===== src/rtl/decode_pkg.sv =====
// decode_pkg: shared definitions for the decode stage.
//   - opcode constants OP_LDI..OP_HALT
//   - default field widths and field LSB offsets
//   - decoded-bundle struct at the default widths
//   - occupancy FSM state enum
package decode_pkg;

    localparam int unsigned INSTR_W_DEF  = 32;
    localparam int unsigned OPC_W_DEF    = 5;
    localparam int unsigned REG_AW_DEF   = 5;
    localparam int unsigned ALU_OP_W_DEF = 3;
    localparam int unsigned IMM_W_DEF    = 16;
    localparam int unsigned DATA_W_DEF   = 32;

    // Field LSB positions, MSB-down from just below the opcode.
    localparam int unsigned RA_LSB_DEF      = INSTR_W_DEF - OPC_W_DEF - REG_AW_DEF;
    localparam int unsigned RB_LSB_DEF      = RA_LSB_DEF - REG_AW_DEF;
    localparam int unsigned RD_LSB_DEF      = RB_LSB_DEF - REG_AW_DEF;
    localparam int unsigned ALU_LSB_DEF     = RD_LSB_DEF - ALU_OP_W_DEF;
    localparam int unsigned IMM_LSB_DEF     = INSTR_W_DEF - OPC_W_DEF - IMM_W_DEF;
    localparam int unsigned IMM_REG_LSB_DEF = IMM_LSB_DEF - REG_AW_DEF;

    localparam int unsigned OP_LDI  = 0;
    localparam int unsigned OP_LD   = 1;
    localparam int unsigned OP_ST   = 2;
    localparam int unsigned OP_ALU  = 3;
    localparam int unsigned OP_JMP  = 4;
    localparam int unsigned OP_HALT = 5;

    typedef struct packed {
        logic [OPC_W_DEF-1:0]    opc;
        logic [REG_AW_DEF-1:0]   ra;
        logic [REG_AW_DEF-1:0]   rb;
        logic [REG_AW_DEF-1:0]   rd;
        logic [ALU_OP_W_DEF-1:0] alu_op;
        logic [REG_AW_DEF-1:0]   imm_reg;
        logic [DATA_W_DEF-1:0]   imm;
        logic                    use_ra;
        logic                    use_rb;
        logic                    writes;
        logic                    illegal;
    } decoded_t;

    typedef enum logic [1:0] {
        EMPTY,
        ONE,
        TWO,
        TRAPPED
    } occ_state_e;

endpackage


===== src/rtl/decode_stage_fields.sv =====
// decode_fields: combinational instruction word -> decoded bundle.
// Ports:
//   instr                      in   raw instruction word
//   opc/ra/rb/rd/alu_op        out  register and opcode fields
//   imm_reg, imm               out  load-immediate destination, extended immediate
//   use_ra/use_rb/writes       out  operand-use flags (all 0 when illegal)
//   illegal                    out  opcode outside OP_LDI..OP_HALT
module decode_fields
    import decode_pkg::*;
#(
    parameter int unsigned INSTR_W    = 32,
    parameter int unsigned OPC_W      = 5,
    parameter int unsigned REG_AW     = 5,
    parameter int unsigned ALU_OP_W   = 3,
    parameter int unsigned IMM_W      = 16,
    parameter int unsigned DATA_W     = 32,
    parameter int unsigned IMM_SIGNED = 0
) (
    input  logic [INSTR_W-1:0]  instr,
    output logic [OPC_W-1:0]    opc,
    output logic [REG_AW-1:0]   ra,
    output logic [REG_AW-1:0]   rb,
    output logic [REG_AW-1:0]   rd,
    output logic [ALU_OP_W-1:0] alu_op,
    output logic [REG_AW-1:0]   imm_reg,
    output logic [DATA_W-1:0]   imm,
    output logic                use_ra,
    output logic                use_rb,
    output logic                writes,
    output logic                illegal
);

    localparam int unsigned P = INSTR_W - OPC_W;

    logic [IMM_W-1:0] imm_raw;
    logic             unused_bits;

    // Low-order bits below the last field are don't-care.
    assign unused_bits = ^instr;

    assign opc     = instr[INSTR_W-1 -: OPC_W];
    assign ra      = instr[P-1 -: REG_AW];
    assign rb      = instr[P-1-REG_AW -: REG_AW];
    assign rd      = instr[P-1-2*REG_AW -: REG_AW];
    assign alu_op  = instr[P-1-3*REG_AW -: ALU_OP_W];
    assign imm_raw = instr[P-1 -: IMM_W];
    assign imm_reg = instr[P-1-IMM_W -: REG_AW];

    assign imm = (IMM_SIGNED != 0) ? DATA_W'($signed(imm_raw)) : DATA_W'(imm_raw);

    always_comb begin
        use_ra  = 1'b0;
        use_rb  = 1'b0;
        writes  = 1'b0;
        illegal = 1'b0;
        case (opc)
            OPC_W'(OP_LDI):  writes = 1'b1;
            OPC_W'(OP_LD):   begin use_ra = 1'b1; writes = 1'b1; end
            OPC_W'(OP_ST):   begin use_ra = 1'b1; use_rb = 1'b1; end
            OPC_W'(OP_ALU):  begin use_ra = 1'b1; use_rb = 1'b1; writes = 1'b1; end
            OPC_W'(OP_JMP):  begin use_ra = 1'b1; use_rb = 1'b1; end
            OPC_W'(OP_HALT): ;
            default:         illegal = 1'b1;
        endcase
    end

endmodule


===== src/rtl/decode_stage.sv =====
// decode_stage: registered instruction decoder with a 2-entry output skid buffer.
// Words are decoded on the accept edge; the buffer holds decoded bundles and
// outputs always show the head entry (held when out_valid=0).
// Ports:
//   clk, rst_n (sync, active low), flush (drops all entries, wins over accept/pop)
//   in_valid/in_ready/in_instr          input handshake, in_ready from state only
//   out_valid/out_ready                 output handshake
//   out_type, out_ra, out_rb, out_rd, out_alu_op, out_imm_reg, out_imm,
//   out_use_ra, out_use_rb, out_writes, out_illegal   head bundle fields
// Build option: define DECODE_STAGE_TRAP_EN to stop in TRAPPED after an illegal
// bundle is popped, until flush or reset.
module decode_stage
    import decode_pkg::*;
#(
    parameter int unsigned INSTR_W    = 32,
    parameter int unsigned OPC_W      = 5,
    parameter int unsigned REG_AW     = 5,
    parameter int unsigned ALU_OP_W   = 3,
    parameter int unsigned IMM_W      = 16,
    parameter int unsigned DATA_W     = 32,
    parameter int unsigned IMM_SIGNED = 0
) (
    input  logic                clk,
    input  logic                rst_n,
    input  logic                flush,
    input  logic                in_valid,
    output logic                in_ready,
    input  logic [INSTR_W-1:0]  in_instr,
    output logic                out_valid,
    input  logic                out_ready,
    output logic [OPC_W-1:0]    out_type,
    output logic [REG_AW-1:0]   out_ra,
    output logic [REG_AW-1:0]   out_rb,
    output logic [REG_AW-1:0]   out_rd,
    output logic [ALU_OP_W-1:0] out_alu_op,
    output logic [REG_AW-1:0]   out_imm_reg,
    output logic [DATA_W-1:0]   out_imm,
    output logic                out_use_ra,
    output logic                out_use_rb,
    output logic                out_writes,
    output logic                out_illegal
);

    typedef struct packed {
        logic [OPC_W-1:0]    opc;
        logic [REG_AW-1:0]   ra;
        logic [REG_AW-1:0]   rb;
        logic [REG_AW-1:0]   rd;
        logic [ALU_OP_W-1:0] alu_op;
        logic [REG_AW-1:0]   imm_reg;
        logic [DATA_W-1:0]   imm;
        logic                use_ra;
        logic                use_rb;
        logic                writes;
        logic                illegal;
    } bundle_t;

    occ_state_e state;
    bundle_t    head, tail, dec;
    logic       accept, pop, trap_on_pop;

    decode_fields #(
        .INSTR_W    (INSTR_W),
        .OPC_W      (OPC_W),
        .REG_AW     (REG_AW),
        .ALU_OP_W   (ALU_OP_W),
        .IMM_W      (IMM_W),
        .DATA_W     (DATA_W),
        .IMM_SIGNED (IMM_SIGNED)
    ) u_fields (
        .instr   (in_instr),
        .opc     (dec.opc),
        .ra      (dec.ra),
        .rb      (dec.rb),
        .rd      (dec.rd),
        .alu_op  (dec.alu_op),
        .imm_reg (dec.imm_reg),
        .imm     (dec.imm),
        .use_ra  (dec.use_ra),
        .use_rb  (dec.use_rb),
        .writes  (dec.writes),
        .illegal (dec.illegal)
    );

`ifdef DECODE_STAGE_TRAP_EN
    assign trap_on_pop = head.illegal;
`else
    assign trap_on_pop = 1'b0;
`endif

    assign in_ready  = rst_n & ((state == EMPTY) | (state == ONE));
    assign out_valid = (state == ONE) | (state == TWO);
    assign accept    = in_valid & in_ready;
    assign pop       = out_valid & out_ready;

    always_ff @(posedge clk) begin
        if (!rst_n) begin
            state <= EMPTY;
            head  <= '0;
            tail  <= '0;
        end else if (flush) begin
            state <= EMPTY;
        end else begin
            case (state)
                EMPTY: begin
                    if (accept) begin
                        head  <= dec;
                        state <= ONE;
                    end
                end
                ONE: begin
                    // Trapping pop discards a word accepted in the same cycle.
                    if (pop && trap_on_pop) begin
                        state <= TRAPPED;
                    end else if (accept && pop) begin
                        head <= dec;
                    end else if (accept) begin
                        tail  <= dec;
                        state <= TWO;
                    end else if (pop) begin
                        state <= EMPTY;
                    end
                end
                TWO: begin
                    if (pop) begin
                        if (trap_on_pop) begin
                            state <= TRAPPED;
                        end else begin
                            head  <= tail;
                            state <= ONE;
                        end
                    end
                end
                default: ;  // TRAPPED holds until flush or reset
            endcase
        end
    end

    assign out_type    = head.opc;
    assign out_ra      = head.ra;
    assign out_rb      = head.rb;
    assign out_rd      = head.rd;
    assign out_alu_op  = head.alu_op;
    assign out_imm_reg = head.imm_reg;
    assign out_imm     = head.imm;
    assign out_use_ra  = head.use_ra;
    assign out_use_rb  = head.use_rb;
    assign out_writes  = head.writes;
    assign out_illegal = head.illegal;

endmodule


===== config.mk =====
export PLATFORM = sky130hd
export DESIGN_NAME = decode_stage
export DESIGN_NICKNAME = d
export VERILOG_FILES = /design/src/rtl/decode_pkg.sv /design/src/rtl/decode_stage_fields.sv /design/src/rtl/decode_stage.sv
export SDC_FILE = /design/constraint.sdc
export NUM_CORES = 1
export LEC_CHECK = 0
export CORE_ASPECT_RATIO = 1.4
export CORE_UTILIZATION = 34
export DETAILED_ROUTE_END_ITERATION = 8
export PLACE_DENSITY = 0.58
export SETUP_SLACK_MARGIN = 0.15
export SLEW_MARGIN = 20
export SYNTH_ARGS = -nofsm -noshare
export SYNTH_HDL_FRONTEND = slang
export SYNTH_HIERARCHICAL = 1
export SYNTH_SLANG_ARGS = --single-unit
export TNS_END_PERCENT = 30

===== constraint.sdc =====
create_clock -name clk -period 2.2 [get_ports clk]
set_clock_uncertainty 0.05 [all_clocks]
set_input_delay 0.44 -clock clk [delete_from_list [all_inputs] [get_ports clk]]
set_output_delay 0.44 -clock clk [all_outputs]
set_load 0.05 [all_outputs]

==> impl_metrics.ini <==
[sta]
setup_tns_ns = 0
hold_violations = 0
slew-limit-headroom_pct = 45.8
max_slew.worst_pin.slew_ns = 0.813
min_period_ns = 2.05
rsz0062_at_grt = true
layout_worst_path_cycle_share_pct = 93.3
setup_viol = 0
maxSlewViolCount = 0
max_freq_mhz = 487

[global_routing]
antenna_found_initial = 0
grt_use_total_pct = 16.0
grt_pass1_wl_um = 23200
gr-total-overflow = 0
grt_pass1_vias = 4601
grt_max_degree = 87

[run_status]
status = finished clean

[power]
p_leak_nw = 3.34
ir_drop_mv = 0.361
power_mw = 6.44
power_density_mw_per_mm2 = 838

[place]
gp_congestion = 0.760
io_buffer_count = 96
hpwl_um = 8990

[clock_tree]
clockBufferDepth = 2
cts_inserted_buffers = 17
ctsRootBufferMaster = clkbuf_16
clock-sinks = 130
cts_tree = built
clock_latency_ns = 0.41
path_clk_slew_ns = 0.06
hold_buffers = 0
htreeDepth = 4

[worst_setup_path]
critical_path.top_delay_family = buffers and inverters
reg2reg_slack_ns = 0.30
r2r-start = state[0]
reg2reg_depth = 7
worstPathBufferInverterCount = 1
crit_path_end = out_rd[3]
crit_type = flip-flop to primary output
cp.depth = 1
end_kind = primary output
cpPeakStageDelay_ns = 0.81
critPathMaxFanout = 2
arrival_ns = 1.56
cp.required_ns = 1.71
r2r-end = out_imm[14]
worstSetupStartpointType = flip-flop
critPathSlowestCell = clkdlybuf4s50_1
cp_cell_sequence = clkdlybuf4s50_1
startpoint = out_rd[3]

[layout]
drive_gt1_share_pct = 9.75
fillCellCount = 1712
largest_reg_flops = 64
antennaDiodeCount = 0
area_growth_pct = 25.5
num-nets-final = 746

[job]
drv_cap = 0

[drt]
wl_per_cell_um = 15.1
dr.pass1.iters = 4
drtAntennaViolNets = 0
drtIter0Drc = 182
viasPerCell = 4.87
drt-total-wl_um = 14400
drc = 0
vias = 4644

[die]
core-area_mm2 = 0.0175
io_pins = 103
dieArea_mm2 = 0.0186
rows = 57
die_h_um = 161
start_util_pct = 35.1
die_x_um = 115

[logic_synthesis]
syn_area_mm2 = 0.00613
ys_seq_area_share_pct = 42.5
synth-seq-cells = 130
synth_area_per_cell_um2 = 9.21
yosysUniqueCellTypes = 33
synthCells = 665
yosys_warnings = 6

[hold_path]
hp-class = input port to flip-flop
## cell families (layout without fill, tap and decap cells)
| kind of cell | count (synthesis) | in the layout | synth area share (%) |
|---|---|---|---|
| simple gates | 204 | 204 | 14.3 |
| compound gates | 141 | 141 | 19.9 |
| flops | 130 | 130 | 42.5 |
| buf+inv | 120 | 158 | 11.9 |
| mux | 64 | 64 | 10.5 |
| fa+ha+maj | 4 | 4 | 0.817 |
| other cells | 1 | 16 | 0.0612 |
| xor+xnor | 1 | 1 | 0.143 |
## power by group
part           internal (mW)  leakage (nW)  switching, mW
Clock                   1.84         0.289           1.04
Combinational          0.391          2.00          0.646
Sequential              2.46          1.06         0.0589
## cells in the final DEF (no fill, tap or decap), types with 18 or more instances in the layout
cell type and n:
clkdlybuf4s50_1 75, clkbuf_16 18, nand2_1 131, a21boi_0 18
buf_4 19, dfxtp_1 128, o211a_1 64, a21boi_1 46
mux2i_1 64, nand3_1 64
## worst min-delay path by stage
| stage | depth (start not counted) | slack [ns] | endpoint | start |
|---|---|---|---|---|
| final | 2 | 0.27 | out_imm[24] | rst_n |
| after global routing | 2 | 0.26 | out_imm[24] | rst_n |
| after CTS | 2 | 0.26 | out_imm[24] | rst_n |
| after detailed placement | 2 | 0.39 | tail[47] | tail[47] |
| after global placement | 2 | 0.39 | tail[40] | tail[40] |
| after floorplan | 2 | 0.38 | tail[10] | tail[10] |
## metrics by stage
step	setup WS [ns]	hold WS (ns)	area [um^2]	util, %	cells
floorplan	0.159	0.385	6180	-	680
global placement	0.0774	0.390	7040	40.3	920
detailed placement	0.0460	0.395	7040	40.3	920
CTS	0.126	0.257	7640	43.7	952
global route	0.0757	0.262	7690	44.0	954
finish	0.148	0.266	7690	44.0	954
## what timing repair did
| item | CTS | global route |
|---|---|---|
| pin swaps | 0 | 1 |
| buffers inserted | 0 | 1 |
| cloned | 0 | 1 |
| resized for setup | 17 | 5 |
| setup endpoints to repair | 59 | 114 |
| endpoints found under the hold margin | 0 | 0 |
## Yosys cell counts
library cell	count	area, um^2
and2_1	1	6.26
a211oi_1	2	15.0
nand2_1	131	492
inv_1	4	15.0
or3b_1	1	8.76
buf_2	21	105
buf_4	67	503
a21boi_0	18	135
a211oi_2	1	12.5
nand4_1	2	12.5
ha_1	4	50.1
and4_1	1	8.76
nand3_1	64	320
o21bai_1	1	7.51
a2111oi_0	1	8.76
xor2_1	1	8.76
dfxtp_1	130	2600
conb_1	1	3.75
o211a_1	64	641
and2b_1	1	7.51
a21boi_1	46	345
o21a_1	1	7.51
o21ai_0	1	5.00
nor2b_1	1	6.26
nor3_1	1	5.00
a31o_1	1	8.76
nand2b_1	1	6.26
clkbuf_1	20	75.1
buf_1	8	30.0
a211o_1	1	8.76
a31o_2	1	8.76
mux2i_1	64	641
a21oi_1	3	15.0
## per-layer routing
metal  routed length, um  global-route usage (%)
met1                6370                    18.8
met2                7290                    28.0
met3                 497                    3.36
met4                 229                    5.96
met5                   0                       0
## final cells by class
cell class                      count  area, um^2  share of cell area [%]
Multi-Input combinational cell    430        2900                    37.7
Inverter                            4        15.0                   0.195
Timing Repair Buffer              122        1260                    16.4
Clock buffer                       20         457                    5.94
Clock inverter                     12         156                    2.03
Tap cell                          236         295                    3.84
Sequential cell                   130        2610                    33.9
Note: power is estimated with default switching activity, not from simulation.
